File: src/rtl/fifo_pkg.sv
// Shared definitions for the FIFO burst reader: controller states, skid depth
// and the modulo-depth pointer increment used by the skid buffer.
package fifo_pkg;

    typedef enum logic [1:0] {
        IDLE  = 2'd0,
        READ  = 2'd1,
        DRAIN = 2'd2
    } state_t;

    localparam int SKID_DEPTH = 3;

    function automatic logic [1:0] ptr_inc(input logic [1:0] p);
        return (p == 2'(SKID_DEPTH - 1)) ? 2'd0 : p + 2'd1;
    endfunction

endpackage

File: src/rtl/fifo_rd_skid.sv
// Three-entry skid buffer absorbing the FIFO read latency; a word landing while
// the buffer is empty is presented directly so the first beat is not delayed.
module fifo_rd_skid
    import fifo_pkg::*;
#(
    parameter int data_width = 32
) (
    input  logic                  clk,
    input  logic                  reset,
    input  logic                  push_i,
    input  logic [data_width-1:0] push_data_i,
    input  logic                  pop_i,
    output logic [1:0]            occ_o,
    output logic                  avail_o,
    output logic [data_width-1:0] head_o
);

    logic [data_width-1:0] mem_q [SKID_DEPTH];
    logic [1:0]            wr_q;
    logic [1:0]            rd_q;
    logic [1:0]            occ_q;
    logic                  empty_s;
    logic                  store_s;
    logic                  adv_s;

    // Head selection and push/pop qualification, including the empty-buffer bypass
    always_comb begin
        empty_s = (occ_q == 2'd0);
        store_s = push_i & ~(empty_s & pop_i);
        adv_s   = pop_i & ~empty_s;
        avail_o = ~empty_s | push_i;
        if (!empty_s) begin
            head_o = mem_q[rd_q];
        end else if (push_i) begin
            head_o = push_data_i;
        end else begin
            head_o = {data_width{1'b0}};
        end
    end

    assign occ_o = occ_q;

    // Storage, pointers and occupancy
    always_ff @(posedge clk) begin
        if (reset) begin
            for (int i = 0; i < SKID_DEPTH; i++) begin
                mem_q[i] <= {data_width{1'b0}};
            end
            wr_q  <= 2'd0;
            rd_q  <= 2'd0;
            occ_q <= 2'd0;
        end else begin
            if (store_s) begin
                mem_q[wr_q] <= push_data_i;
                wr_q        <= ptr_inc(wr_q);
            end
            if (adv_s) begin
                rd_q <= ptr_inc(rd_q);
            end
            occ_q <= occ_q + 2'(push_i) - 2'(pop_i);
        end
    end

endmodule

File: src/rtl/fifo_burst_reader.sv
// Burst read controller draining a synchronous FIFO onto a valid/ready stream.
// Optional empty-FIFO abort is compiled in with FIFO_RD_TIMEOUT_EN.
module fifo_burst_reader
    import fifo_pkg::*;
#(
    parameter int data_width  = 32,
    parameter int burst_width = 4
`ifdef FIFO_RD_TIMEOUT_EN
    ,
    parameter int timeout_cycles = 16
`endif
) (
    input  logic                   clk,
    input  logic                   reset,
    input  logic                   EN,
    input  logic                   start,
    input  logic [burst_width-1:0] burst_len,
    output logic                   busy,
    input  logic                   fifo_empty,
    input  logic [data_width-1:0]  fifo_data,
    output logic                   fifo_rd_en,
    output logic                   m_valid,
    input  logic                   m_ready,
    output logic [data_width-1:0]  m_data,
    output logic                   m_last,
    output logic [burst_width-1:0] beat_count
`ifdef FIFO_RD_TIMEOUT_EN
    ,
    output logic                   timeout
`endif
);

    state_t                 state_q, state_d;
    logic [burst_width-1:0] len_q, len_d;
    logic [burst_width-1:0] issued_q, issued_d;
    logic [burst_width-1:0] sent_q, sent_d;
    logic [burst_width-1:0] beat_q, beat_d;
    logic                   inflight_q;
    logic [1:0]             occ_s;
    logic                   avail_s;
    logic [data_width-1:0]  head_s;
    logic                   valid_s;
    logic                   pop_s;
    logic                   rd_en_s;
`ifdef FIFO_RD_TIMEOUT_EN
    localparam int TCNT_W = $clog2(timeout_cycles + 1);
    logic [TCNT_W-1:0]      tcnt_q, tcnt_d;
    logic                   timeout_q, timeout_d;
`endif

    fifo_rd_skid #(.data_width(data_width)) u_skid (
        .clk         (clk),
        .reset       (reset),
        .push_i      (inflight_q),
        .push_data_i (fifo_data),
        .pop_i       (pop_s),
        .occ_o       (occ_s),
        .avail_o     (avail_s),
        .head_o      (head_s)
    );

    // Reads are throttled on registered occupancy only, keeping m_ready off the rd_en path
    always_comb begin
        valid_s = avail_s & EN;
        pop_s   = valid_s & m_ready;
        rd_en_s = (state_q == READ) & EN & ~fifo_empty & (issued_q < len_q)
                & (({1'b0, occ_s} + {2'b00, inflight_q}) < 3'(SKID_DEPTH));
    end

    // Next-state and counter update
    always_comb begin
        state_d  = state_q;
        len_d    = len_q;
        issued_d = issued_q + burst_width'(rd_en_s);
        sent_d   = sent_q + burst_width'(pop_s);
        beat_d   = beat_q + burst_width'(pop_s);
`ifdef FIFO_RD_TIMEOUT_EN
        tcnt_d    = tcnt_q;
        timeout_d = 1'b0;
`endif
        case (state_q)
            IDLE: begin
                if (start && EN && (burst_len != {burst_width{1'b0}})) begin
                    len_d    = burst_len;
                    issued_d = {burst_width{1'b0}};
                    sent_d   = {burst_width{1'b0}};
                    beat_d   = {burst_width{1'b0}};
                    state_d  = READ;
`ifdef FIFO_RD_TIMEOUT_EN
                    tcnt_d   = {TCNT_W{1'b0}};
`endif
                end else begin
                    state_d = IDLE;
                end
            end
            READ: begin
                if (issued_d == len_q) begin
                    state_d = DRAIN;
                end else begin
`ifdef FIFO_RD_TIMEOUT_EN
                    // Abort shrinks the burst to what was already read
                    if (EN && fifo_empty) begin
                        if (tcnt_q == TCNT_W'(timeout_cycles - 1)) begin
                            len_d     = issued_q;
                            timeout_d = 1'b1;
                            tcnt_d    = {TCNT_W{1'b0}};
                            state_d   = (issued_q == {burst_width{1'b0}}) ? IDLE : DRAIN;
                        end else begin
                            tcnt_d  = tcnt_q + TCNT_W'(1);
                            state_d = READ;
                        end
                    end else if (EN) begin
                        tcnt_d  = {TCNT_W{1'b0}};
                        state_d = READ;
                    end else begin
                        state_d = READ;
                    end
`else
                    state_d = READ;
`endif
                end
            end
            DRAIN: begin
                if (sent_d == issued_q) begin
                    state_d = IDLE;
                end else begin
                    state_d = DRAIN;
                end
            end
            default: begin
                state_d = IDLE;
            end
        endcase
    end

    // State and counter registers
    always_ff @(posedge clk) begin
        if (reset) begin
            state_q    <= IDLE;
            len_q      <= {burst_width{1'b0}};
            issued_q   <= {burst_width{1'b0}};
            sent_q     <= {burst_width{1'b0}};
            beat_q     <= {burst_width{1'b0}};
            inflight_q <= 1'b0;
`ifdef FIFO_RD_TIMEOUT_EN
            tcnt_q     <= {TCNT_W{1'b0}};
            timeout_q  <= 1'b0;
`endif
        end else begin
            state_q    <= state_d;
            len_q      <= len_d;
            issued_q   <= issued_d;
            sent_q     <= sent_d;
            beat_q     <= beat_d;
            inflight_q <= rd_en_s;
`ifdef FIFO_RD_TIMEOUT_EN
            tcnt_q     <= tcnt_d;
            timeout_q  <= timeout_d;
`endif
        end
    end

    assign busy       = (state_q != IDLE);
    assign fifo_rd_en = rd_en_s;
    assign m_valid    = valid_s;
    assign m_data     = head_s;
    assign m_last     = valid_s & ((sent_q + burst_width'(1)) == issued_q) & (state_q == DRAIN);
    assign beat_count = beat_q;
`ifdef FIFO_RD_TIMEOUT_EN
    assign timeout    = timeout_q;
`endif

endmodule
File: config.mk
export PLATFORM = sky130hd
export DESIGN_NAME = fifo_burst_reader
export DESIGN_NICKNAME = d
export VERILOG_FILES = /design/src/rtl/fifo_pkg.sv /design/src/rtl/fifo_rd_skid.sv /design/src/rtl/fifo_burst_reader.sv
export SDC_FILE = /design/constraint.sdc
export NUM_CORES = 1
export LEC_CHECK = 0
export BUFFER_PORTS_ARGS = -buffer_cell sky130_fd_sc_hd__buf_4
export CAP_MARGIN = 20
export CORE_MARGIN = 2
export CORE_UTILIZATION = 53
export CTS_CLUSTER_DIAMETER = 40
export CTS_CLUSTER_SIZE = 28
export DETAILED_ROUTE_END_ITERATION = 6
export PLACE_DENSITY = 0.76
export SKIP_CTS_REPAIR_TIMING = 1
export SYNTH_ARGS = -nofsm -noshare
export SYNTH_HDL_FRONTEND = slang
export SYNTH_SLANG_ARGS = --single-unit
File: constraint.sdc
create_clock -name clk -period 2.15 [get_ports clk]
set_clock_uncertainty 0.1 [all_clocks]
set_input_delay 0.43 -clock clk [delete_from_list [all_inputs] [get_ports clk]]
set_output_delay 0.43 -clock clk [all_outputs]
set_load 0.01 [all_outputs]
After elaboration in Yosys (flattened, before gate mapping)
Memory sizes are Yosys's and may differ from the RTL's. A register that Yosys moved wholly into a read port is not among the register bits. Index checks and enable logic that the tools add are counted.

$add $sub $neg: 9. Multiply operators: 0. Div/mod/pow operators: 0. $lt $le $gt $ge: 2. Eq/ne operators: 7. Shift operators: 0. Muxes and demuxes: 24. Bitwise logic cells: 15. Reduce and logical (&&, ||, !) cells: 8.

Operator list (number): two-way mux 32 bit (3); OR reduction 32 bit (1); two-way mux 4 bit (6); two-way mux 2 bit (7); adder 4 x 1 -> 4 bit (3); equality test 4 bit (3); bitwise AND 1 bit (11); two-way mux 1 bit (7); equality test 2 bit, second input constant (3); case mux 2 bit (3 select lines) (1); adder 2 x 1 -> 2 bit, second input constant (2); adder 4 x 1 -> 4 bit, second input constant (1); zero test 2 bit (2); < comparator 4 bit (1); nonzero test 4 bit (1); adder 2 x 1 -> 3 bit (1); < comparator 3 x 2 -> 1 bit, second input constant (1); inverter 1 bit (3); adder 2 x 1 -> 2 bit (1); equality test 2 x 1 -> 1 bit, second input constant (1); logical AND 1 bit (2); AND reduction 2 bit (1); nonzero test 2 bit (1); subtractor 2 x 1 -> 2 bit (1); bitwise OR 1 bit (1).

Register bits: 25. Bits in latches: 0. Bits in writable memories: 96. Bits in read-only memories: 0. Input port bits: 42. Logic and storage cells: 75. Memories kept: 1.

Memories: u_skid.mem_q (words 3, width 32, rd ports 1, clocked after Yosys merged registers in 1, write ports 3, line fifo_rd_skid.sv:18) `logic [data_width-1:0] mem_q [SKID_DEPTH];`.

Depth between registers and ports, before layout
Depth in word-level cells: 13. Depth in mapped cells: 11.

Modules after synthesis
A second synthesis with hierarchy kept.

Cell total of the unflattened synthesis: 530. Area total of the unflattened synthesis: 7121.8 sq um.

By module, submodules not included: fifo_rd_skid (instances 1, cells an instance 420, area an instance 6068.3 sq um); fifo_burst_reader (instances 1, cells an instance 110, area an instance 1053.5 sq um).

Least setup slack after synthesis
Ideal clock, no wire load.

Kind: register to register. From: register inflight_q. To: register state_q[0]. Arrival time: 2.327 ns. Setup slack: -0.414 ns. Stages on the path, launching flop included: 11. Path buffers: 0. Clock period less this slack: 2.564 ns. Cell sequence: dfxtp_1 > ha_1 > ha_1 > nor4b_1 > nand4b_1 > a21oi_1 > ha_1 > ha_1 > xor2_1 > nor4_1 > o22ai_1.

Cells in the longest elaborated chain, start to end: 7.

Ends and longest elaborated chain: start: declaration (line fifo_burst_reader.sv:38) `logic inflight_q;`; start signal: assignment (line fifo_burst_reader.sv:155) `inflight_q <= rd_en_s;`; adder 2 x 1 -> 3 bit (line fifo_burst_reader.sv:67) `& (({1'b0, occ_s} + {2'b00, inflight_q}) < 3'(SKID_DEPTH));`; < comparator 3 x 2 -> 1 bit (line fifo_burst_reader.sv:67); bitwise AND 1 bit (line fifo_burst_reader.sv:67); via fifo_rd_en (line fifo_burst_reader.sv:21) `output logic fifo_rd_en,`; adder 4 x 1 -> 4 bit (line fifo_burst_reader.sv:74) `issued_d = issued_q + burst_width'(rd_en_s);`; equality test 4 bit (line fifo_burst_reader.sv:97) `if (issued_d == len_q) begin`; two-way mux 2 bit (line fifo_burst_reader.sv:97); case mux 2 bit (3 select lines) (line fifo_burst_reader.sv:81) `case (state_q)`; end signal: assignment (line fifo_burst_reader.sv:150) `state_q <= state_d;`; end: declaration (line fifo_burst_reader.sv:33) `state_t state_q, state_d;`.

The timed path passes the listed nets, and every way through them passes these cells. A chain may end at the register's enable or synchronous reset.

==> results.py <==
metrics = {
    "outcome": {
        "outcome": "finished with violations",
        "violations": "setup timing",
    },
    "job": {
        "max-cap-violations": 0,
    },
    "layout": {
        "stdcell_count": 825,
        "area_delta_synth_final_pct": 29.3,
        "nets": 692,
        "final_common_cell": "edfxtp_1",
        "layout-drive-gt1-share": 0.376,
        "final_cell_mix": "edfxtp_1 (128), and2_1 (103), buf_4 (100)",
        "multi_input_area_mm2": 0.00283,
        "fill_cells": 890,
        "stdcell_area_mm2": 0.00926,
        "insertedDiodeCount": 0,
        "seq_area_mm2": 0.00440,
    },
    "synthesis": {
        "syn-cell-area_mm2": 0.00716,
        "synthAdderAreaFrac": 0.0245,
        "synth_xor_area_frac": 0.0281,
        "ys_seq_area_frac": 0.612,
        "syn_nets": 577,
        "yosys.area_share.simple": 0.170,
        "synth_top_family_by_area": "simple AND/OR/NAND/NOR gates",
        "ys_types": 44,
        "ys_warn_count": 0,
        "syn_inst": 521,
        "syn_avg_cell_area_um2": 13.7,
        "ys_ff_latch": 155,
        "synth_mux_area_frac": 0.101,
        "synth_compound_area_frac": 0.0395,
    },
    "clock_network": {
        "cts_max_path_buffers": 2,
        "ctsRootBufferMaster": "clkbuf_16",
        "cts_num_sinks": 155,
        "cts_buffers": 17,
        "tritoncts": "done",
        "clk_pin_slew_ns": 0.06,
        "clk_latency_ns": 0.42,
        "htree_levels": 4,
    },
    "global_routing": {
        "grt_start_max_net_pins": 45,
        "grt_pass1_vias": 4705,
        "grtUsageTotal": 0.222,
        "grt_pass1_wl_mm": 24.0,
        "globalRoute.totalOverflow": 0,
        "antenna_found_initial": 0,
    },
    "critical_path": {
        "reg2reg_slack_ns": -0.24,
        "crit_type": "reg -> out",
        "startpoint_type": "register",
        "cp-end-kind": "primary output",
        "reg2reg_to": "state_q[0]",
        "r2r_start": "inflight_q",
        "arrival_ns": 1.88,
        "crit_path_end": "m_data[21]",
        "critPathMaxFanout": 6,
        "cp.required_ns": 1.62,
        "reg2reg_depth": 10,
    },
    "die": {
        "die_area_mm2": 0.0145,
        "io_pins": 82,
        "die_y_um": 120,
        "row_count": 42,
        "coreArea_mm2": 0.0132,
        "die_w_um": 120,
        "start_util": 0.541,
    },
    "power_and_ir_drop": {
        "power_leakage_nw": 3.53,
        "worst_ir_drop_vdd_mv": 0.652,
        "power_density_mw_per_mm2": 724,
    },
    "place": {
        "dp_hpwl_mm": 9.57,
        "numPlacedInstances": 787,
        "placed_cell_area_mm2": 0.00829,
        "io_buffers": 81,
        "gp_congestion": 0.777,
    },
    "timing": {
        "post-route-period-util": 1.12,
        "slew_headroom": 0.708,
        "min_period_ns": 2.41,
        "fmax_mhz": 415,
        "rsz0062_at_grt": "yes",
        "drv_slew": 0,
        "finalHoldViolCount": 0,
        "setup_viol": 36,
        "tightestPinTransition_ns": 0.434,
        "layout_setup_ws_ns": -0.261,
    },
    "drt": {
        "first_pass_iters": 5,
        "ant_nets": 0,
        "num_vias": 4570,
        "wl_per_cell_um": 20.1,
        "drc": 0,
        "via_per_inst": 5.54,
        "drt-total-wl_mm": 16.6,
        "drtIter0Drc": 339,
    },
    "hold_path": {
        "hold_path.class": "in -> reg",
    },
}
[state kept, by name, summed over array words and instances, names as in the netlist, named ones only]
name	flops
u_skid.mem_q	128
beat_count	4
issued_q	4
len_q	4
sent_q	4
state_q	2
u_skid.occ_o	2
u_skid.rd_q	2
u_skid.wr_q	2
inflight_q	1
[critical path, cell delays in order, from the launching register on]
cell,delay [ns]
dfxtp_4,0.46
clkbuf_16,0.20
mux4_2,0.53
nand2_2,0.08
o21ai_2,0.05
buf_4,0.14
[cell type report]
type,instances,share of cell area
clock buffers,25,0.0558
clock inverters,7,0.00919
inverters,6,0.00243
multi-input cells,331,0.306
flip-flops and latches,155,0.476
well taps,176,0.0238
repair buffers,125,0.128
[per-layer routing]
| layer | track usage | up-vias | routed length, µm |
|---|---|---|---|
| met5 | 0 | - | 0 |
| met4 | 0.0792 | 0 | 191 |
| met3 | 0.0514 | 17 | 914 |
| met2 | 0.380 | 147 | 8700 |
| met1 | 0.278 | 2294 | 6790 |
| li1 | - | 2112 | - |
[cell usage after synthesis]
cell type | number | area share
or3_1 | 1 | 0.00087
xnor2_1 | 10 | 0.012
nor4b_1 | 1 | 0.0012
ha_1 | 14 | 0.024
edfxtp_1 | 128 | 0.54
o21a_1 | 1 | 0.0010
xor2_1 | 13 | 0.016
a22o_1 | 2 | 0.0024
or2_2 | 5 | 0.0044
clkbuf_2 | 9 | 0.0063
and3_1 | 1 | 0.00087
mux4_2 | 32 | 0.10
dfxtp_1 | 27 | 0.075
nand2_1 | 69 | 0.036
nor3_2 | 1 | 0.0014
nand2b_1 | 2 | 0.0017
nor3b_4 | 2 | 0.0052
nor3b_1 | 2 | 0.0021
clkbuf_1 | 10 | 0.0052
a211oi_1 | 1 | 0.0010
nor2b_1 | 2 | 0.0017
buf_2 | 5 | 0.0035
buf_1 | 1 | 0.00052
or3b_2 | 1 | 0.0012
nand3_1 | 5 | 0.0035
and2_1 | 104 | 0.091
nand4bb_2 | 1 | 0.0023
o41ai_2 | 1 | 0.0023
or3b_1 | 1 | 0.0012
buf_6 | 4 | 0.0063
nand4_1 | 2 | 0.0017
nor4b_2 | 1 | 0.0021
o22ai_1 | 1 | 0.00087
nor2_1 | 7 | 0.0037
a21o_1 | 4 | 0.0042
and4bb_2 | 1 | 0.0017
nand3b_4 | 1 | 0.0028
a21oi_1 | 4 | 0.0028
and2b_1 | 1 | 0.0010
nand4b_1 | 1 | 0.0012
o21ai_0 | 34 | 0.024
nor4_1 | 1 | 0.00087
inv_1 | 6 | 0.0031
a22oi_1 | 1 | 0.0010
[worst min-delay path by stage]
stage,startpoint,endpoint,cells after the start
global route,fifo_data[11],u_skid.mem_q[3][11],1
floorplan,u_skid.rd_q[0],register,2
CTS,fifo_data[12],u_skid.mem_q[3][12],1
global placement,u_skid.rd_q[0],register,2
detailed placement,u_skid.rd_q[0],register,2
finish,fifo_data[12],u_skid.mem_q[3][12],1
[kinds of logic after synthesis]
kind of cell	Yosys count
AND/OR/NAND/NOR	213
flip-flops	155
AO/OA/AOI/OAI	49
buffers and inverters	35
multiplexers	32
XOR/XNOR	23
adder cells (fa/ha/maj)	14
[metrics by stage]
stage	setup TNS, ns	power, mW	setup slack [ns]	hold slack (ns)	util
2_1_floorplan	-0.566	3.53	-0.288	0.354	-
3_3_place_gp	-0.691	3.71	-0.343	0.362	0.626
3_5_place_dp	-0.856	3.72	-0.369	0.380	0.626
4_1_cts	-13.37	6.71	-0.500	0.0937	0.671
5_1_grt	-10.24	6.89	-0.327	0.0963	0.699
6_report	-7.92	6.70	-0.261	0.108	0.699
[report_power, final]
group	switching (mW)	internal, mW
combinational	0.179	0.176
sequential	0.0251	3.31
clock	1.12	1.89
total	1.33	5.37
(Power assumes the default switching activity.)
